===== src/rtl/pipe_pkg.sv =====
// rtl/pipe_pkg.sv - shared constants and helpers for the pipeline stage register
package pipe_pkg;

  localparam int PIPE_EX_BIT     = 0;
  localparam int PIPE_SKID_DEPTH = 2;

  function automatic int count_w(input int depth);
    return $clog2(depth + 1);
  endfunction

  localparam int PIPE_CNT_W = count_w(PIPE_SKID_DEPTH);

endpackage


===== src/rtl/pipe_stage_reg_if.sv =====
// rtl/pipe_stage_reg_if.sv - valid/ready beat bundle between pipeline stages
interface pipe_stage_reg_if #(
  parameter int DATA_W = 32
);
  logic              valid;
  logic              ready;
  logic [DATA_W-1:0] data;
  logic              ex;

  modport master (output valid, data, ex, input ready);
  modport slave  (input valid, data, ex, output ready);
endinterface


===== src/rtl/pipe_entry.sv =====
// rtl/pipe_entry.sv - one valid+payload+exception register slot
module pipe_entry
  import pipe_pkg::*;
#(
  parameter int W          = 32,
  parameter bit CLEAR_DATA = 1'b1
) (
  input  logic         clk,
  input  logic         rst,
  input  logic         load,
  input  logic         clr,
  input  logic [W-1:0] d,
  input  logic         d_ex,
  output logic         valid,
  output logic [W-1:0] q,
  output logic         q_ex
);

  // Exception tag lives at the bottom of the packed slot.
  logic [W:0] store;

  always_ff @(posedge clk) begin
    if (rst) begin
      valid <= 1'b0;
      store <= '0;
    end else if (clr) begin
      valid <= 1'b0;
      if (CLEAR_DATA) store <= '0;
      else            store[PIPE_EX_BIT] <= 1'b0;
    end else if (load) begin
      valid <= 1'b1;
      store <= {d, d_ex};
    end
  end

  assign q    = store[W:1];
  assign q_ex = store[PIPE_EX_BIT];

endmodule


===== src/rtl/pipe_stage_reg.sv =====
// rtl/pipe_stage_reg.sv - parametrised inter-stage register with optional skid slot and exception fence
module pipe_stage_reg
  import pipe_pkg::*;
#(
  parameter int DATA_W     = 32,
  parameter bit SKID       = 1'b0,
  parameter bit CLEAR_DATA = 1'b1,
  parameter bit EX_FENCE   = 1'b1
) (
  input  logic                  clk,
  input  logic                  rst,
  input  logic                  flush,
  pipe_stage_reg_if.slave       up,
  pipe_stage_reg_if.master      dn,
  output logic [PIPE_CNT_W-1:0] count,
  output logic                  fenced
);

  logic              accept, pop, s_to_m, m_load, m_clr;
  logic              m_valid, m_ex, s_valid, s_ex, m_d_ex;
  logic [DATA_W-1:0] m_data, s_data, m_d;

  assign accept = up.valid & up.ready & ~flush;
  assign pop    = m_valid & dn.ready;
  assign s_to_m = pop & s_valid;

  // With SKID=0 s_valid is tied low and these reduce to the single-entry case.
  assign m_load = s_to_m | (accept & (~m_valid | pop));
  assign m_clr  = flush | (pop & ~s_valid & ~accept);
  assign m_d    = s_to_m ? s_data : up.data;
  assign m_d_ex = s_to_m ? s_ex   : up.ex;

  pipe_entry #(.W(DATA_W), .CLEAR_DATA(CLEAR_DATA)) u_m (
    .clk(clk), .rst(rst), .load(m_load), .clr(m_clr),
    .d(m_d), .d_ex(m_d_ex),
    .valid(m_valid), .q(m_data), .q_ex(m_ex)
  );

  generate
    if (SKID) begin : g_skid
      logic s_load, s_clr;
      assign s_load = accept & m_valid & ~pop;
      assign s_clr  = flush | s_to_m;

      pipe_entry #(.W(DATA_W), .CLEAR_DATA(CLEAR_DATA)) u_s (
        .clk(clk), .rst(rst), .load(s_load), .clr(s_clr),
        .d(up.data), .d_ex(up.ex),
        .valid(s_valid), .q(s_data), .q_ex(s_ex)
      );

      // Built only from flops, so out_ready never reaches the upstream allowin.
      assign up.ready = ~s_valid & ~fenced;
    end else begin : g_single
      assign s_valid  = 1'b0;
      assign s_data   = '0;
      assign s_ex     = 1'b0;
      assign up.ready = ~fenced & (~m_valid | dn.ready);
    end
  endgenerate

  always_ff @(posedge clk) begin
    if (rst)                              fenced <= 1'b0;
    else if (flush)                       fenced <= 1'b0;
    else if (EX_FENCE && accept && up.ex) fenced <= 1'b1;
  end

  assign dn.valid = m_valid;
  assign dn.data  = m_data;
  assign dn.ex    = m_ex;
  assign count    = PIPE_CNT_W'(m_valid) + PIPE_CNT_W'(s_valid);

endmodule


===== src/flat_wrapper.sv =====
// flat-port wrapper written by rule: the top's interface ports become plain ports
module pipe_stage_reg_flat import pipe_pkg::*;
#(
  parameter int DATA_W     = 32,
  parameter bit SKID       = 1'b0,
  parameter bit CLEAR_DATA = 1'b1,
  parameter bit EX_FENCE   = 1'b1
)
  (clk, rst, flush, count, fenced, up_valid, up_data, up_ex, up_ready, dn_valid, dn_data, dn_ex, dn_ready);
  pipe_stage_reg_if #(.DATA_W(DATA_W)) up_i ();
  pipe_stage_reg_if #(.DATA_W(DATA_W)) dn_i ();
  input  logic clk;
  input  logic rst;
  input  logic flush;
  output logic [PIPE_CNT_W-1:0] count;
  output logic fenced;
  input wire logic [$bits(up_i.valid)-1:0] up_valid;
  input wire logic [$bits(up_i.data)-1:0] up_data;
  input wire logic [$bits(up_i.ex)-1:0] up_ex;
  output wire logic [$bits(up_i.ready)-1:0] up_ready;
  output wire logic [$bits(dn_i.valid)-1:0] dn_valid;
  output wire logic [$bits(dn_i.data)-1:0] dn_data;
  output wire logic [$bits(dn_i.ex)-1:0] dn_ex;
  input wire logic [$bits(dn_i.ready)-1:0] dn_ready;
  assign up_i.valid = up_valid;
  assign up_i.data = up_data;
  assign up_i.ex = up_ex;
  assign up_ready = up_i.ready;
  assign dn_valid = dn_i.valid;
  assign dn_data = dn_i.data;
  assign dn_ex = dn_i.ex;
  assign dn_i.ready = dn_ready;
  pipe_stage_reg #(.DATA_W(DATA_W), .SKID(SKID), .CLEAR_DATA(CLEAR_DATA), .EX_FENCE(EX_FENCE)) u_core (.clk(clk), .rst(rst), .flush(flush), .up(up_i), .dn(dn_i), .count(count), .fenced(fenced));
endmodule

===== config.mk =====
export PLATFORM = sky130hd
export DESIGN_NAME = pipe_stage_reg_flat
export DESIGN_NICKNAME = d
export VERILOG_FILES = /design/src/rtl/pipe_pkg.sv /design/src/rtl/pipe_stage_reg_if.sv /design/src/rtl/pipe_entry.sv /design/src/rtl/pipe_stage_reg.sv /design/src/flat_wrapper.sv
export SDC_FILE = /design/constraint.sdc
export NUM_CORES = 1
export LEC_CHECK = 0
export CAP_MARGIN = 5
export CORE_UTILIZATION = 43
export CTS_BUF_LIST = sky130_fd_sc_hd__clkbuf_4 sky130_fd_sc_hd__clkbuf_8
export DETAILED_ROUTE_END_ITERATION = 8
export PLACE_DENSITY = 0.95
export RECOVER_POWER = 100
export SETUP_SLACK_MARGIN = 0.1
export SLEW_MARGIN = 20
export SYNTH_ARGS = -nofsm -noshare
export SYNTH_HDL_FRONTEND = slang
export SYNTH_SLANG_ARGS = --single-unit

===== constraint.sdc =====
create_clock -name clk -period 2.3 [get_ports clk]
set_input_delay 0.46 -clock clk [delete_from_list [all_inputs] [get_ports clk]]
set_output_delay 0.46 -clock clk [all_outputs]
set_load 0.005 [all_outputs]

==> After elaboration in Yosys (flattened, before gate mapping) <==
Index checks and enable logic that the tools add are counted.
{ "op_classes": {"n_bitwise": 13, "reduce_logical": 3} }
{ "op_table": {"columns": ["op", "count"], "rows": [
  ["$and A1 B1 Y1", 6],
  ["$not A1 Y1", 4],
  ["$reduce_or A2 Y1", 2],
  ["$or A1 B1 Y1", 3],
  ["$logic_and A1 B1 Y1", 1]
]} }
{ "word_totals": {"register_bits": 35} }

==> Longest topological paths before layout <==
{ "depth": {"depth_word": 9, "depth_mapped": 5, "mapped_depth_nobuf": 3} }

==> Cells and area by module <==
A second synthesis with hierarchy kept.
{ "hier_totals": {"cells_unflattened": 123, "area_unflattened_um2": 1350.0} }
{ "modules_own_cells": {"columns": ["module", "n_inst", "cells_each", "area_each_um2", "seq_area_each_um2"], "rows": [
  ["pipe_entry", 1, 111, 1248.7, 680.7],
  ["pipe_stage_reg", 1, 12, 101.3, 20.0]
]} }

==> Worst setup path before layout <==
Ideal clock, no wire load.
{ "synth_path": {"path_kind": "input port to output port", "start": "input port dn_ready", "end": "output port up_ready", "arrival_time_ns": 1.081, "t_required_ns": 1.840, "setup_slack_ns": 0.759, "cell_stages": 3, "n_path_buf": 1, "path_cell_list": "and2b_1 buf_2 nor2_1"} }
{ "synth_via": {"elab_chain_cells": 2} }
{ "synth_rtl": {"columns": ["element", "line", "rtl"], "rows": [
  ["start: declaration", "flat_wrapper.sv:24", "input wire logic [$bits(dn_i.ready)-1:0] dn_ready;"],
  ["$or A1 B1 Y1", "pipe_stage_reg.sv:57", "assign up.ready = ~fenced & (~m_valid | dn.ready);"],
  ["$and A1 B1 Y1", "pipe_stage_reg.sv:57", null],
  ["end: declaration", "flat_wrapper.sv:20", "output wire logic [$bits(up_i.ready)-1:0] up_ready;"]
]} }
No other way between the ends.

==> Final worst setup path <==
{ "layout_path": {"start": "input port up_valid", "end": "register u_core.u_m.store[4]"} }
{ "layout_via": {"elab_chain_cells": 6, "elab_cells_between_ends": 7, "cone_classes": "bitwise (6); reduce/logical (1)"} }
{ "layout_rtl": {"columns": ["element", "line", "rtl"], "rows": [
  ["start: declaration", "flat_wrapper.sv:17", "input wire logic [$bits(up_i.valid)-1:0] up_valid;"],
  ["$and A1 B1 Y1 * (2 in a row)", "pipe_stage_reg.sv:23", "assign accept = up.valid & up.ready & ~flush;"],
  ["$not A1 Y1", "pipe_stage_reg.sv:29", "assign m_clr = flush | (pop & ~s_valid & ~accept);"],
  ["$and A1 B1 Y1", "pipe_stage_reg.sv:29", null],
  ["$or A1 B1 Y1", "pipe_stage_reg.sv:29", null],
  ["$reduce_or A2 Y1 (no line)", null, null],
  ["end signal: assignment", "pipe_entry.sv:32", "store <= {d, d_ex};"],
  ["end: declaration", "pipe_entry.sv:20", "logic [W:0] store;"]
]} }
Mark *: on every way between the ends. The rest lies on a longest branch, timed or not.
A chain may end at the register's enable or synchronous reset.

==> summary.md <==
| Metric | Value |
|---|---|
| CP startpoint | `up_valid` |
| CTS Root Cell | `clkbuf_4` |
| Finished Core Util | `0.706` |
| Critical Path RT | `2520 ps` |
| Synth Warn # | `0` |
| Worst Hold Class | `reg -> reg` |
| RSZ-0062 raised after global routing | `no` |
| Syn Nets | `204` |
| CTS tree | `yes` |
| 1st-iter DRT viols | `84` |
| Drc violations | `0` |
| Final hold vios | `0` |
| Synth async-reset ratio | `0` |
| Hold Path Origin | `u_core.u_m.store[8]` |
| Critical path capture point type | `flip-flop` |
| Synthesized instance count | `166` |
| Worst vdd ir | `0.250 mV` |
| Core area | `3130 sq um` |
| Initial antenna violation count | `0` |
| Worst r2r src | `u_core.fenced` |
| Gr ovfl total | `0` |
| Synth Register Bits | `35` |
| Pre-Repair DR Iteration Count | `4` |
| Minimum clock period | `1930 ps` |
| Setup bufs post-CTS | `0` |
| Initial Util | `0.463` |
| I/O Pins | `76` |
| Diode count | `0` |
| Area contributors post-synth | `dfxtp_1 48%, a21oi_1 11%, nand3_1 11%, o21ai_2 7.9%, o21ai_1 6.2%` |
| Dpl hpwl | `2680 um` |
| Die Ht | `60.0 um` |
| CP Class | `in -> reg` |
| Cts hold-fix bufs | `0` |
| Global-route wire length before repair | `6070 um` |
| EDFF count, synth | `0` |
| Crit-path max FO | `33` |
| Proportion of layout cells with a drive suffix above 1 | `0.102` |
| Top_reg_cell synth | `dfxtp_1` |
| Post-route ant nets | `0` |
| # setup viols final | `0` |
| Port bufs | `74` |
| Final Cycle Share | `0.841` |
| Vias in the first global route | `1,366` |
| Net count, final | `274` |
| Reg area | `701 sq um` |
| Crit path arrival time | `2150 ps` |
| Power density over cell area | `494 nW/um^2` |
| Leak | `0.848 nW` |
| Routed len/inst | `13.8 um` |
| Worst slew pin tran | `734 ps` |
| Top-count cell post-synth | `dfxtp_1` |
| Die Area | `3610 sq um` |
| Post-CTS sizing | `0` |
| Avg Cell Area, Syn | `8.73 sq um` |
| Status | `completed` |
| Via density | `5.21` |
| Seq/Total Area, Yosys | `0.484` |
| Reg clk slew, reported paths | `90 ps` |
| Footprint of the multi-input gates | `616 sq um` |
| Die X | `60.0 um` |
| Final Skew | `4.69 ps` |
| Synthesized area | `1450 sq um` |
| Max-cap violations | `0` |
| Clock Latency Late Sink | `320 ps` |
| CTS Buf Count | `5` |
| Yosys cell types | `21` |
| Leading post-synthesis cells by instance count | `35 x dfxtp_1, 33 x a21oi_1, 33 x nand3_1` |
| Syn-to-layout area delta | `52.5%` |
| Tot GR Track Use | `0.230` |
| Startpoint types | `input port` |
| H-tree levels | `2` |
| Synth top area share | `0.484` |
| Slew margin rel. | `0.511` |
| # rows | `20` |
| GPL Wtd Cong | `0.689` |
| Routed WL | `3850 um` |
| Largest net degree at the start of global routing | `34` |
| Setup TNS | `0 ps` |
| Via count | `1,453` |
| Fillers | `257` |
| Max Slew Vio Count | `0` |
| Yosys top cell by area | `dfxtp_1` |
| Clock buffer depth | `2` |
| Clk sink count | `35` |
| Fmax | `517 MHz` |
-- logic make-up after synthesis --
| kind of cell | Yosys count | synth area share |
|---|---|---|
| compound gates | 68 | 0.270 |
| buf+inv | 19 | 0.0820 |
| other cells | 1 | 0.00259 |
| simple gates | 43 | 0.161 |
| flops | 35 | 0.484 |
-- layout by cell type (no fill, tap or decap), drive strengths merged, types with 4 or more instances in the layout --
cell type / synthesis / final
a21oi: 33 / 33
buf: 13 / 5
clkbuf: 5 / 8
clkdlybuf4s50: 0 / 35
dfxtp: 35 / 35
dlygate4sd3: 0 / 38
nand3: 33 / 33
nor2: 4 / 4
o21ai: 34 / 34
-- critical path: stages --
cell	delay, ps
dlygate4sd3_1	560
or3b_2	770
o21ai_0	280
a21oi_1	90
-- final timing paths --
path / to / slack [ps] / cells after the start
setup reg to reg: u_core.u_m.store[4] / 630 / 3
setup / recovery: u_core.u_m.store[4] / 370 / 4
hold / removal: u_core.u_m.store[8] / 470 / 2
hold reg to reg: u_core.u_m.store[8] / 470 / 2
-- final cells by class --
class	count	share of cell area
timing repair buffer	81	0.357
sequential	35	0.317
multi-input combinational	112	0.279
tap	44	0.0249
clock buffer	6	0.0204
inverter	1	0.00170
-- flip-flops by register name (all words and copies together) (netlist names) --
| register | cells |
|---|---|
| u_core.fenced | 1 |
| u_core.u_m.store | 33 |
| u_core.u_m.valid | 1 |
-- report_power, final --
part / total [W] / switching, W / internal, W / leakage [nW]
clock: 0.000299 / 0.000178 / 0.000120 / 0.0276
combinational: 0.000166 / 0.0000693 / 0.0000971 / 0.537
sequential: 0.000627 / 0.00000756 / 0.000619 / 0.283
-- through the flow --
step           setup slack [ps]  std cells  total power (W)  instance area, sq um  hold WS (ps)
6_report                    365        279          0.00109                  2210           468
5_1_grt                     232        279          0.00114                  2210           485
4_1_cts                     111        279          0.00111                  2230           466
3_5_place_dp                124        273         0.000818                  2180           452
3_3_place_gp                131        273         0.000816                  2180           448
2_1_floorplan               759        166         0.000717                  1450           460
-- routing by layer --
metal / vias up / part of all wire / track usage
li1: 724 / - / -
met1: 658 / 0.42 / 0.258
met2: 67 / 0.49 / 0.400
met3: 4 / 0.078 / 0.0823
met4: 0 / 0.012 / 0.0831
met5: - / 0 / 0
Note: power is estimated with default switching activity, not from simulation.
